===== config.mk =====
export PLATFORM = sky130hd
export DESIGN_NAME = pwm_duty_ramp
export DESIGN_NICKNAME = d
export VERILOG_FILES = /design/src/rtl/pwm_duty_ramp.sv
export SDC_FILE = /design/constraint.sdc
export NUM_CORES = 1
export LEC_CHECK = 0
export CORE_MARGIN = 2
export CORE_UTILIZATION = 50
export DETAILED_ROUTE_END_ITERATION = 8
export MAX_ROUTING_LAYER = met4
export PLACE_DENSITY = 0.71
export SLEW_MARGIN = 40
export SYNTH_ARGS = -nofsm -noshare
export SYNTH_HDL_FRONTEND = slang
export SYNTH_SLANG_ARGS = --single-unit
export TNS_END_PERCENT = 30

===== constraint.sdc =====
create_clock -name clk -period 9.15 [get_ports clk]
set_clock_uncertainty 0.15 [all_clocks]
set_input_delay 1.3725 -clock clk [delete_from_list [all_inputs] [get_ports clk]]
set_output_delay 1.3725 -clock clk [all_outputs]
set_load 0.02 [all_outputs]

===== src/rtl/pwm_duty_ramp.sv =====
// pwm_duty_ramp
//   Duty-cycle slew stage feeding the multi-channel PWM generator. Per-channel
//   target duties are written over a valid/ready handshake; once per PWM
//   period (period_tick) a single shared sweep engine visits every channel in
//   order and moves its applied duty toward its target by at most STEP counts,
//   giving soft-start / soft-stop on every output.
//
//   Optional feature macro: PWM_RAMP_BYPASS_EN
//     When defined, adds input `bypass`. Accepted writes made while bypass = 1
//     load both target and applied duty, so DC_bus steps immediately.
//
// Ports
//   clk          system clock
//   reset        asynchronous reset, active-high
//   period_tick  one-cycle pulse at the start of each PWM period
//   wr_valid     target write request
//   wr_ready     target write accept (high while idle)
//   wr_ch        channel index of the write; indices >= NPWM are discarded
//   wr_duty      new target duty
//   bypass       (PWM_RAMP_BYPASS_EN only) load applied duty directly
//   DC_bus       applied duties, channel i at [i*Resolution +: Resolution]
//   busy         sweep in progress
//   at_target    bit i high when applied[i] == target[i]
//   overrun      sticky flag: period_tick arrived during a sweep
module pwm_duty_ramp #(
  parameter int NPWM       = 5,
  parameter int Resolution = 8,
  parameter int STEP       = 1,
  parameter int CHW        = (NPWM > 1) ? $clog2(NPWM) : 1
) (
  input  logic                       clk,
  input  logic                       reset,
  input  logic                       period_tick,
  input  logic                       wr_valid,
  output logic                       wr_ready,
  input  logic [CHW-1:0]             wr_ch,
  input  logic [Resolution-1:0]      wr_duty,
`ifdef PWM_RAMP_BYPASS_EN
  input  logic                       bypass,
`endif
  output logic [NPWM*Resolution-1:0] DC_bus,
  output logic                       busy,
  output logic [NPWM-1:0]            at_target,
  output logic                       overrun
);

  typedef enum logic {
    IDLE  = 1'b0,
    SWEEP = 1'b1
  } state_t;

  localparam logic [CHW-1:0]     LAST_CH = CHW'(NPWM - 1);
  localparam logic [Resolution:0] STEP_W = (Resolution + 1)'(STEP);

  state_t                state, state_nxt;
  logic [CHW-1:0]        idx, idx_nxt;
  logic [Resolution-1:0] target  [NPWM];
  logic [Resolution-1:0] applied [NPWM];
  logic                  wr_fire;

  logic [Resolution:0]   sel_a, sel_t;
  logic [Resolution:0]   a_up, dn_floor;
  logic [Resolution-1:0] slew_duty;

  // Both flags come straight off the state register.
  assign busy     = (state == SWEEP);
  assign wr_ready = (state == IDLE);
  assign wr_fire  = wr_valid & wr_ready;

  always_comb begin
    state_nxt = state;
    idx_nxt   = idx;
    case (state)
      IDLE: begin
        if (period_tick) begin
          state_nxt = SWEEP;
          idx_nxt   = '0;
        end
      end
      SWEEP: begin
        if (idx == LAST_CH) begin
          state_nxt = IDLE;
        end else begin
          idx_nxt = idx + CHW'(1);
        end
      end
      default: state_nxt = IDLE;
    endcase
  end

  // Shared slew datapath for the channel currently addressed by idx.
  // Arithmetic is one bit wider than the duty so neither direction wraps.
  always_comb begin
    sel_a = '0;
    sel_t = '0;
    for (int unsigned i = 0; i < NPWM; i++) begin
      if (idx == CHW'(i)) begin
        sel_a = {1'b0, applied[i]};
        sel_t = {1'b0, target[i]};
      end
    end
    a_up     = sel_a + STEP_W;
    dn_floor = sel_t + STEP_W;
    if (sel_a < sel_t) begin
      slew_duty = (a_up > sel_t) ? sel_t[Resolution-1:0] : a_up[Resolution-1:0];
    end else if (sel_a > sel_t) begin
      // sel_a < target + STEP means a full step would pass the target
      slew_duty = (sel_a < dn_floor) ? sel_t[Resolution-1:0]
                                     : Resolution'(sel_a - STEP_W);
    end else begin
      slew_duty = sel_a[Resolution-1:0];
    end
  end

  always_ff @(posedge clk or posedge reset) begin
    if (reset) begin
      state   <= IDLE;
      idx     <= '0;
      overrun <= 1'b0;
    end else begin
      state <= state_nxt;
      idx   <= idx_nxt;
      if ((state == SWEEP) && period_tick) begin
        overrun <= 1'b1;
      end
    end
  end

  // Writes land only in IDLE and the sweep touches applied only in SWEEP,
  // so the write/bypass path and the slew path never collide.
  always_ff @(posedge clk or posedge reset) begin
    if (reset) begin
      for (int unsigned i = 0; i < NPWM; i++) begin
        target[i]  <= '0;
        applied[i] <= '0;
      end
    end else begin
      for (int unsigned i = 0; i < NPWM; i++) begin
        if (wr_fire && (wr_ch == CHW'(i))) begin
          target[i] <= wr_duty;
`ifdef PWM_RAMP_BYPASS_EN
          if (bypass) begin
            applied[i] <= wr_duty;
          end
`endif
        end
        if ((state == SWEEP) && (idx == CHW'(i))) begin
          applied[i] <= slew_duty;
        end
      end
    end
  end

  always_comb begin
    DC_bus    = '0;
    at_target = '0;
    for (int unsigned i = 0; i < NPWM; i++) begin
      DC_bus[i*Resolution +: Resolution] = applied[i];
      at_target[i]                       = (applied[i] == target[i]);
    end
  end

endmodule


# ---- Yosys cells after proc, flatten, opt, wreduce, memory -nomap -nowiden
# Index checks and enable logic that the tools add are counted.
dict set report classes {
  n_addsub 4
  bitwise 2
  reduce_logical 14
  eq_ne 15
  order_cmp 4
  mux 20
}
# operator count
set ops {}
lappend ops {{2-to-1 mux 9 bit} 8}
lappend ops {{2-to-1 mux 8 bit} 6}
lappend ops {{== test 8 bit} 5}
lappend ops {{adder 9 x 1 -> 9 bit, second input constant} 2}
lappend ops {{greater-than comparator 9 bit} 2}
lappend ops {{< comparator 9 bit} 2}
lappend ops {{== test 3 x 2 -> 1 bit, second input constant} 4}
lappend ops {{logical AND 1 bit} 11}
lappend ops {{subtractor 8 x 1 -> 8 bit, second input constant} 1}
lappend ops {{== test 3 x 1 -> 1 bit, second input constant} 2}
lappend ops {{== test 3 bit, second input constant} 2}
lappend ops {{zero test 3 bit} 2}
lappend ops {{2-to-1 mux 3 bit} 2}
lappend ops {{one-hot mux 3 bit (2 select lines)} 1}
lappend ops {{!= test 2 bit, second input constant} 2}
lappend ops {{adder 3 x 1 -> 3 bit, second input constant} 1}
lappend ops {{2-to-1 mux 1 bit} 2}
lappend ops {{one-hot mux 1 bit (2 select lines)} 1}
lappend ops {{AND reduction 2 bit} 1}
lappend ops {{bitwise AND 1 bit} 1}
lappend ops {{NOT 1 bit} 1}
dict set report word_totals {
  inputBits 15
  output_inout_bits 48
  register_bits 85
  wordCells 72
}

# ---- Depth between registers and ports, before layout
# Gate-level depths: netlist of run 1.
dict set report logic_depth {
  depth_word 11
  mapped_depth 24
  depth_no_buf 19
}

# ---- Worst setup path after synthesis of run 1
# OpenSTA, ideal clock, no wires.
dict set report synth_path {
  kind {register -> register}
  start {reg idx[2]}
  end {reg applied (netlist bit DC_bus[38])}
  setup_ns 0.136
  t_arrival_ns 4.463
  setup_slack_ns 4.401
  t_required_ns 8.864
  synth_period_minus_slack_ns 4.749
  n_path_buf 6
  stages_incl_launch_ff 23
  cell_sequence {dfrtp_1 buf_4 buf_6 inv_1 ha_1 or2_1 buf_2 buf_6 a221o_1 nand2_2 and4_1 buf_4 nand2_1 xnor2_1 ha_1 a2111oi_0 nand2_1 o221ai_1 inv_1 a21o_1 buf_2 a2111oi_0 nor3_1}
}
dict set report synth_between {
  elab_chain_cells 11
  word_cells_on_any_way 27
  classes_between {3 x add/sub; 4 x order compare; 4 x eq/ne; 14 x mux; 2 x reduce/logical}
}
# item line
set synth_rtl {}
lappend synth_rtl {{start: declaration} 56} ;# logic [CHW-1:0] idx, idx_nxt;
lappend synth_rtl {{start signal: assignment} 122} ;# idx <= idx_nxt;
lappend synth_rtl {{zero test 3 bit} 97} ;# if (idx == CHW'(i)) begin
lappend synth_rtl {{2-to-1 mux 8 bit} 97}
lappend synth_rtl {{2-to-1 mux 9 bit (4 in series)} 97}
lappend synth_rtl {{adder 9 x 1 -> 9 bit} 103} ;# dn_floor = sel_t + STEP_W;
lappend synth_rtl {{< comparator 9 bit} 108} ;# slew_duty = (sel_a < dn_floor) ? sel_t[Resolution-1:0]
lappend synth_rtl {{2-to-1 mux 8 bit} 108}
lappend synth_rtl {{2-to-1 mux 8 bit} 106} ;# end else if (sel_a > sel_t) begin
lappend synth_rtl {{2-to-1 mux 8 bit} 104} ;# if (sel_a < sel_t) begin
lappend synth_rtl {{end signal: indexed assignment} 148} ;# applied[i] <= slew_duty;
lappend synth_rtl {{end: declaration} 58} ;# logic [Resolution-1:0] applied [NPWM];
# Parallel ways exist; a longest one is shown, timed or not.
# A chain may end at the register's enable or synchronous reset.

# ---- Worst setup path after layout of run 1
dict set report layout_path {
  start {reg idx[2]}
  end {reg applied (netlist bit DC_bus[9])}
}
# The elaborated chain is that of the path after synthesis.

==> results of run 1 <==
cells by family (layout without fill, tap and decap cells):
| family | count (synthesis) | after routing |
|---|---|---|
| DFF | 85 | 85 |
| xor gates and xnor gates | 50 | 50 |
| adders and majority gates | 32 | 32 |
| and+or+nand+nor | 236 | 236 |
| buffers and inverters | 68 | 118 |
| muxes | 39 | 39 |
| AOI/OAI and AO/OA | 172 | 172 |
layout by cell type, fill, tap and decap left out, types with 17 or more instances in the layout:
cell type and instances:
a21oi_1 35, and3_1 17, clkdlybuf4s50_1 62, dfrtp_1 85, ha_1 31, inv_1 30
mux2_2 35, nand2_1 67, nand3_1 18, nand4_1 18, nor2_1 47, o21ai_0 17
xnor2_1 49
sequential cells by signal (all words and copies together), names as in the netlist:
name and flops:
DC_bus 40, target 40, idx 3, busy 1, overrun 1
how the worst min path moves through the flow:
stage | start | end | slack, ns | cells after the start
2_1_floorplan | target[14]$_DFFE_PP0P_ | target[14]$_DFFE_PP0P_ | 0.37 | 1
3_3_place_gp | overrun$_DFFE_PP0P_ | overrun$_DFFE_PP0P_ | 0.29 | 1
3_5_place_dp | overrun$_DFFE_PP0P_ | overrun$_DFFE_PP0P_ | 0.29 | 1
4_1_cts | overrun$_DFFE_PP0P_ | overrun$_DFFE_PP0P_ | 0.31 | 1
5_1_grt | overrun$_DFFE_PP0P_ | overrun$_DFFE_PP0P_ | 0.34 | 1
6_report | overrun$_DFFE_PP0P_ | overrun$_DFFE_PP0P_ | 0.31 | 1
through the flow:
stage | cell area, um^2 | util, % | cells | worst slack (ns) | hold slack, ns
floorplan | 6230 | - | 682 | 4.40 | 0.365
global placement | 6930 | 57.2 | 885 | 3.01 | 0.290
detailed placement | 6930 | 57.2 | 885 | 2.78 | 0.294
CTS | 7220 | 59.6 | 900 | 2.77 | 0.309
global route | 7220 | 59.6 | 900 | 2.02 | 0.342
finish | 7220 | 59.6 | 900 | 2.63 | 0.305
routing by layer:
metal | vias to the layer above | track usage, % | wire, um
li1 | 2636 | - | -
met1 | 2924 | 45.8 | 9120
met2 | 315 | 53.4 | 10100
met3 | 65 | 8.26 | 1880
met4 | 0 | 15.1 | 839
met5 | - | - | 0
cell type report:
class	instances	area, um^2
Clock buffer	11	233
Clock inverter	4	50.0
Fill cell	1081	4890
Inverter	35	133
Multi-Input combinational cell	529	3800
Sequential cell	85	2130
Tap cell	168	210
Timing Repair Buffer	68	669
==> flow_summary.ini, run 1 <==
[outcome]
run_status = finished clean

[placed_design]
io_buffers = 62
detailed_place_hpwl_um = 16800
gp_congestion = 1.03

[die]
die_h_um = 116
initial_core_util_pct = 51.4
dieArea_um2 = 13400
num_rows = 40
io_pins = 63
coreArea_um2 = 12100
die_w_um = 116

[route]
drt-total-wl_um = 21900
via_per_inst = 6.60
vias = 5940
wl_per_cell_um = 24.4
first_pass_iters = 7
ant_nets = 0
drc = 0
drt_iter0_drc = 648

[critical_path]
r2r_start = idx[2]$_DFFE_PP0P_
worst-path-stages = 17
r2r_end = DC_bus[9]$_DFFE_PP0P_
critical_path.max_fanout = 24
critical_path_arrival_ns = 6.58
max_stage_delay_ns = 0.74
crit_family = compound AO/OA/AOI/OAI gates
crit_end = DC_bus[9]$_DFFE_PP0P_
start_kind = register
critPathCaptureType = register
rr_worst_depth = 17
critPathBufInv = 2
cp.required_ns = 9.21
cp_slowest_cell = dfrtp_1
cp_cell_sequence = inv_1 > ha_1 > or2_1 > a221oi_1 > or3_1 > ha_1 > o21ai_1 > nor4_2 > xor2_1 > ha_1 > a2111oi_0 > nand2_1 > o221ai_1 > inv_1 > a21o_1 > mux2i_1 > o221ai_1
startpoint = idx[2]$_DFFE_PP0P_
crit_type = register to register
ff2ff_setup_slack_ns = 2.63
cp_common_cell = ha_1

[global_routing]
grt_pass1_wl_um = 34100
grt_max_degree = 63
track_usage_pct = 35.4
antenna_found_initial = 0
overflow = 0
grt_pass1_vias = 5802

[timing]
fin_tns_setup_ns = 0
slew_viol_final = 0
rsz0062_at_grt = false
hold_violations = 0
worstMarginPinSlew_ns = 0.857
clock.fmax_mhz = 153
relSlewSlack_pct = 42.8
period_minus_slack_ns = 6.52
fin_crit_sh_pct = 71.2
setup_viol = 0

[clock_tree]
clock_latency_ns = 0.35
cts_max_level = 3
cts_setup_buffers = 0
clk_pin_slew_ns = 0.06
cts.sinks = 85
cts-resized-gates = 0
cts_hold_buf = 0
cts-buffers-inserted = 9
cts_tree = built
cts_max_path_buffers = 2
root_buffer = clkbuf_16

[yosys]
post-synth-top-count-cell = dfrtp_1
synthMuxAreaShare_pct = 6.97
synth_common_cells = 85 x dfrtp_1, 67 x nand2_1, 49 x xnor2_1
yosysTopAreaCell = dfrtp_1
synth_edf_count = 0
synthTopCellsByArea = dfrtp_1 34%, xnor2_1 6.9%, ha_1 6.4%, mux2_2 6.3%, nand2_1 4.0%
synth_top_family_by_area = compound AO/OA/AOI/OAI gates
ys_types = 76
synthCells = 682
syn_area_um2 = 6230
synth-simple-area-share_pct = 20.2
synth_top_area_share_pct = 34.1
syn_nets = 729
syn_avg_cell_area_um2 = 9.14
synthXorXnorAreaFrac_pct = 7.03
synth_compound_area_share_pct = 20.2
yosysWarnings = 0
ys_seq_elements = 85
ys_seq_area_share_pct = 34.1
synth-adder-area-share_pct = 6.43
synth_flop_cell = dfrtp_1
ys_async_sr_fraction_pct = 100

[cells_and_area]
antenna_cells = 0
drive_gt1_share_pct = 11.1
finalNetCount = 775
area_growth_pct = 15.9

[run]
drv_cap = 0

[worst_hold_path]
hold_class = register to register
Power of run 1 is not shown: default switching activity piles up to over one toggle a cycle in this logic, so the estimate is an artifact.
==> inputs of run 2 (changes only) <==
Settings changed: PLACE_DENSITY 0.71 to 0.74.
Clock period 9.15 ns to 5.8 ns, I/O delays scaled along.
==> run 2 against run 1 <==
Against the previous run: die area did not move; design area grew 1.8%; register-to-register slack worse by 2.3 ns; worst setup slack worse by 2.3 ns; maximum frequency is 20% higher; global-route usage hardly changed; first-iteration DRC count up 12%; sequential share of layout area decreased by 0.52 points; via count is 1.3% higher; critical path depth increased by 2; critical endpoint is now DC_bus[34]$_DFFE_PP0P_.
==> flow_summary.ini, run 2 (same netlist as run 1, synthesis figures left out) <==
[outcome]
run_status = finished clean

[route]
drt_iter0_drc = 727
vias = 6019
via_per_inst = 6.56
first_pass_iters = 7
drt-total-wl_um = 22300
wl_per_cell_um = 24.3
ant_nets = 0
drc = 0

[timing]
fin_crit_sh_pct = 93.8
clock.fmax_mhz = 184
relSlewSlack_pct = 47.7
rsz0062_at_grt = false
worstMarginPinSlew_ns = 0.782
period_minus_slack_ns = 5.44
hold_violations = 0
slew_viol_final = 0
setup_viol = 0
fin_tns_setup_ns = 0

[die]
io_pins = 63
die_w_um = 116
dieArea_um2 = 13400
die_h_um = 116
initial_core_util_pct = 51.4
coreArea_um2 = 12100
num_rows = 40

[worst_hold_path]
hold_class = register to register
hold_start = overrun$_DFFE_PP0P_

[cells_and_area]
nFillCells = 1088
drive_gt1_share_pct = 13.6
area_growth_pct = 18.0
final_common_cell = dfrtp_1
finalNetCount = 791
mostFrequentLayoutCells = 85 x dfrtp_1, 67 x nand2_1, 62 x clkdlybuf4s50_1
antenna_cells = 0

[critical_path]
critical_path_arrival_ns = 5.50
startpoint = idx[1]$_DFFE_PP0P_
critPathCaptureType = register
r2r_end = DC_bus[34]$_DFFE_PP0P_
start_kind = register
ff2ff_setup_slack_ns = 0.36
crit_type = register to register
cp.required_ns = 5.86
rr_worst_depth = 19
r2r_start = idx[1]$_DFFE_PP0P_
crit_end = DC_bus[34]$_DFFE_PP0P_
critical_path.max_fanout = 13

[clock_tree]
cts_tree = built
cts_max_path_buffers = 2
clock_latency_ns = 0.35
clk_pin_slew_ns = 0.07
cts.sinks = 85
cts-buffers-inserted = 9
cts_max_level = 3
cts_setup_buffers = 0
root_buffer = clkbuf_16

[global_routing]
antenna_found_initial = 0
grt_pass1_wl_um = 33900
track_usage_pct = 35.4
overflow = 0
grt_pass1_vias = 5654
grt_max_degree = 50

[placed_design]
gp_congestion = 1.04
io_buffers = 62
detailed_place_hpwl_um = 17200

[run]
drv_cap = 0
run 2: cell count changes in the layout (fill, tap and decap cells not counted), sizes merged:
cell | before | now
buf | 6 | 22
inv | 34 | 37
bufinv | 1 | 0
clkbuf | 11 | 10
run 2: final cells by class:
cell class                 instances  area [um^2]  share of cell area (%)
timing repair buffer              84          786                    10.7
tap                              168          210                    2.86
inverter                          35          134                    1.82
clock inverter                     6         46.3                   0.630
sequential                        85         2130                    28.9
multi-input combinational        529         3810                    51.8
clock buffer                      10          239                    3.25
run 2: metal layers:
metal / up-vias / routed length (um) / track usage, %
met3: 78 / 2280 / 7.17
met4: 0 / 1110 / 15.9
li1: 2671 / - / -
met1: 2870 / 9130 / 47.0
met2: 400 / 9780 / 52.4
met5: - / 0 / -
run 2: worst max-delay path, stage by stage (launching register included):
cell,delay [ns]
dfrtp_1,0.41
inv_1,0.11
ha_1,0.48
buf_4,0.27
a21oi_1,0.09
a221oi_1,0.34
a211o_1,0.28
ha_1,0.21
inv_1,0.10
nor3_1,0.33
nand3_1,0.16
xnor2_1,0.16
ha_1,0.19
a21oi_1,0.15
nor4b_1,0.33
a21o_1,0.26
a31o_1,0.44
o22ai_1,0.18
a211oi_2,0.50
o31ai_1,0.15
run 2: metrics by stage:
| step | cell area (um^2) | hold slack (ns) | setup WS (ns) | util (%) | instances |
|---|---|---|---|---|---|
| after floorplan | 6230 | 0.365 | 1.05 | - | 682 |
| after global placement | 7050 | 0.290 | 0.425 | 58.2 | 901 |
| after detailed placement | 7050 | 0.303 | 0.361 | 58.2 | 901 |
| after CTS | 7340 | 0.328 | 0.373 | 60.6 | 917 |
| after global routing | 7350 | 0.347 | 0.0420 | 60.7 | 917 |
| final | 7350 | 0.327 | 0.361 | 60.7 | 917 |
run 2: worst min-delay path by stage:
stage	to	slack, ns	cells past startpoint
2_1_floorplan	target[14]$_DFFE_PP0P_	0.37	1
3_3_place_gp	overrun$_DFFE_PP0P_	0.29	1
3_5_place_dp	overrun$_DFFE_PP0P_	0.30	1
4_1_cts	overrun$_DFFE_PP0P_	0.33	1
5_1_grt	overrun$_DFFE_PP0P_	0.35	1
6_report	overrun$_DFFE_PP0P_	0.33	1
run 2: what timing repair did:
action,in CTS,in global routing
gates resized for setup,0,1
endpoints found under the setup margin,0,5
hold buffers,0,0
Power of run 2 is left out for the same reason.
==> inputs of run 3 (changes only) <==
Settings changed: ABC_AREA set to 1, ABC_CLOCK_PERIOD_IN_PS set to 5800.
==> run 3 against run 2 <==
Against the previous run: die area fell by 0.16%; sequential cell count did not move; sequential share of layout area rose by 0.16 points; first-iteration DRC count fell by 6.1%; critical path depth rose by 11; synthesized cell count rose by 31%; final cell count rose by 23%; non-clock buffer count fell by 16; area after synthesis fell by 0.16%; maximum frequency rose by 6.3%; core utilization fell by 0.090 points; register-to-register slack improved by 0.32 ns; critical path type unchanged; highest routed layer unchanged.
==> flow_summary.ini, run 3 <==
[route]
vias = 6051
drt-total-wl_um = 19500
ant_nets = 0
wl_per_cell_um = 17.3
via_per_inst = 5.37
drt_iter0_drc = 683
drc = 0
first_pass_iters = 7

[clock_tree]
clk_pin_slew_ns = 0.06
cts_max_path_buffers = 2
cts_max_level = 3
cts-resized-gates = 0
cts_hold_buf = 0
cts_tree = built
clock_latency_ns = 0.35
cts-buffers-inserted = 9
root_buffer = clkbuf_16
cts.sinks = 85
cts_setup_buffers = 0

[timing]
setup_viol = 0
relSlewSlack_pct = 44.1
fin_crit_sh_pct = 88.2
clock.fmax_mhz = 195
period_minus_slack_ns = 5.12
hold_violations = 0
fin_tns_setup_ns = 0
worstMarginPinSlew_ns = 0.830
slew_viol_final = 0
rsz0062_at_grt = false

[yosys]
synth_common_cells = 311 x nand2_1, 106 x inv_1, 87 x nand3_1
synth_flop_cell = dfrtp_1
post-synth-top-count-cell = nand2_1
synth_top_area_share_pct = 34.2
ys_seq_area_share_pct = 34.2
yosysTopAreaCell = dfrtp_1
synthCells = 895
synthTopCellsByArea = dfrtp_1 34%, nand2_1 19%, nand3_1 7.0%, ha_1 6.4%, inv_1 6.4%
syn_nets = 942
ys_types = 41
ys_async_sr_fraction_pct = 100
syn_avg_cell_area_um2 = 6.95
syn_area_um2 = 6220
ys_seq_elements = 85
synth_edf_count = 0
yosysWarnings = 0

[die]
initial_core_util_pct = 51.6
die_h_um = 116
dieArea_um2 = 13400
io_pins = 63
coreArea_um2 = 12100
num_rows = 40
die_w_um = 116

[critical_path]
cp.required_ns = 5.87
cp_slowest_cell = nor2_1
crit_type = register to register
max_stage_delay_ns = 0.53
ff2ff_setup_slack_ns = 0.68
start_kind = register
critPathCaptureType = register
critical_path_arrival_ns = 5.18
cp_common_cell = nand2_1
critical_path.max_fanout = 11

[placed_design]
io_buffers = 62
gp_congestion = 1.03
detailed_place_hpwl_um = 15000

[cells_and_area]
finalNetCount = 1000
drive_gt1_share_pct = 7.83
nFillCells = 1165
area_growth_pct = 17.5
mostFrequentLayoutCells = 311 x nand2_1, 105 x inv_1, 87 x nand3_1
multiInputGateArea_um2 = 3520
antenna_cells = 0
seqCellArea_um2 = 2130
final_common_cell = nand2_1

[global_routing]
grt_pass1_wl_um = 30700
track_usage_pct = 31.6
grt_max_degree = 47
grt_pass1_vias = 5504
antenna_found_initial = 0
overflow = 0

[outcome]
run_status = finished clean

[run]
drv_cap = 0

[worst_hold_path]
hold_class = register to register
==> run 3: cell count changes after synthesis, moves of 35 or more <==
cell | before | now
nand2_1 | 67 | 311
nand3_1 | 18 | 87
mux2_2 | 35 | 0
inv_1 | 31 | 106
o21ai_0 | 17 | 52
==> run 3: per-layer routing <==
| layer | wire length [um] | vias to the layer above | global-route usage [%] |
|---|---|---|---|
| met2 | 8730 | 240 | 45.9 |
| met1 | 8880 | 2803 | 45.0 |
| met4 | 410 | 0 | 9.24 |
| li1 | - | 2974 | - |
| met3 | 1490 | 34 | 5.86 |
| met5 | 0 | - | - |
==> run 3: stage by stage <==
step	hold WS [ns]	utilization (%)	worst slack [ns]	instance area, um^2	std cells
6_report	0.311	60.6	0.683	7310	1126
5_1_grt	0.327	60.6	0.369	7310	1126
4_1_cts	0.314	60.6	0.785	7310	1126
3_5_place_dp	0.300	57.8	0.798	6970	1110
3_3_place_gp	0.292	57.8	0.824	6970	1110
2_1_floorplan	0.324	-	1.83	6220	895
==> run 3: kinds of logic (layout without fill, tap and decap cells) <==
kind of cell	after synthesis	count (layout)	share of synthesized area [%]
AOI/OAI and AO/OA	91	91	7.94
xor gates and xnor gates	41	41	5.77
adders and majority gates	32	32	6.44
buffers and inverters	139	202	9.27
DFF	85	85	34.2
and+or+nand+nor	507	507	36.4
==> run 3: area by class of cell <==
type	count	share of cell area [%]
Sequential cell	85	29.1
Timing Repair Buffer	68	9.11
Inverter	118	6.15
Tap cell	168	2.88
Clock inverter	6	1.37
Multi-Input combinational cell	671	48.1
Clock buffer	10	3.27
==> run 3: critical path: cells and delay by family, from the launching register on <==
kind	cells	cell delay, ns
buffers and inverters	4	0.50
and+or+nand+nor	17	2.17
DFF	1	0.40
adders and majority gates	3	0.74
xor gates and xnor gates	1	0.14
AOI/OAI and AO/OA	5	0.87
==> run 3: final timing paths <==
check | endpoint | depth (start not counted) | from
max in group asynchronous | DC_bus[32]$_DFFE_PP0P_ | 3 | reset
worst max register to register | DC_bus[34]$_DFFE_PP0P_ | 30 | idx[1]$_DFFE_PP0P_
worst max-delay path | DC_bus[34]$_DFFE_PP0P_ | 30 | idx[1]$_DFFE_PP0P_
worst min-delay path | overrun$_DFFE_PP0P_ | 1 | overrun$_DFFE_PP0P_
min in group asynchronous | target[36]$_DFFE_PP0P_ | 2 | reset
worst min register to register | overrun$_DFFE_PP0P_ | 1 | overrun$_DFFE_PP0P_
Power of run 3 is left out for the same reason.
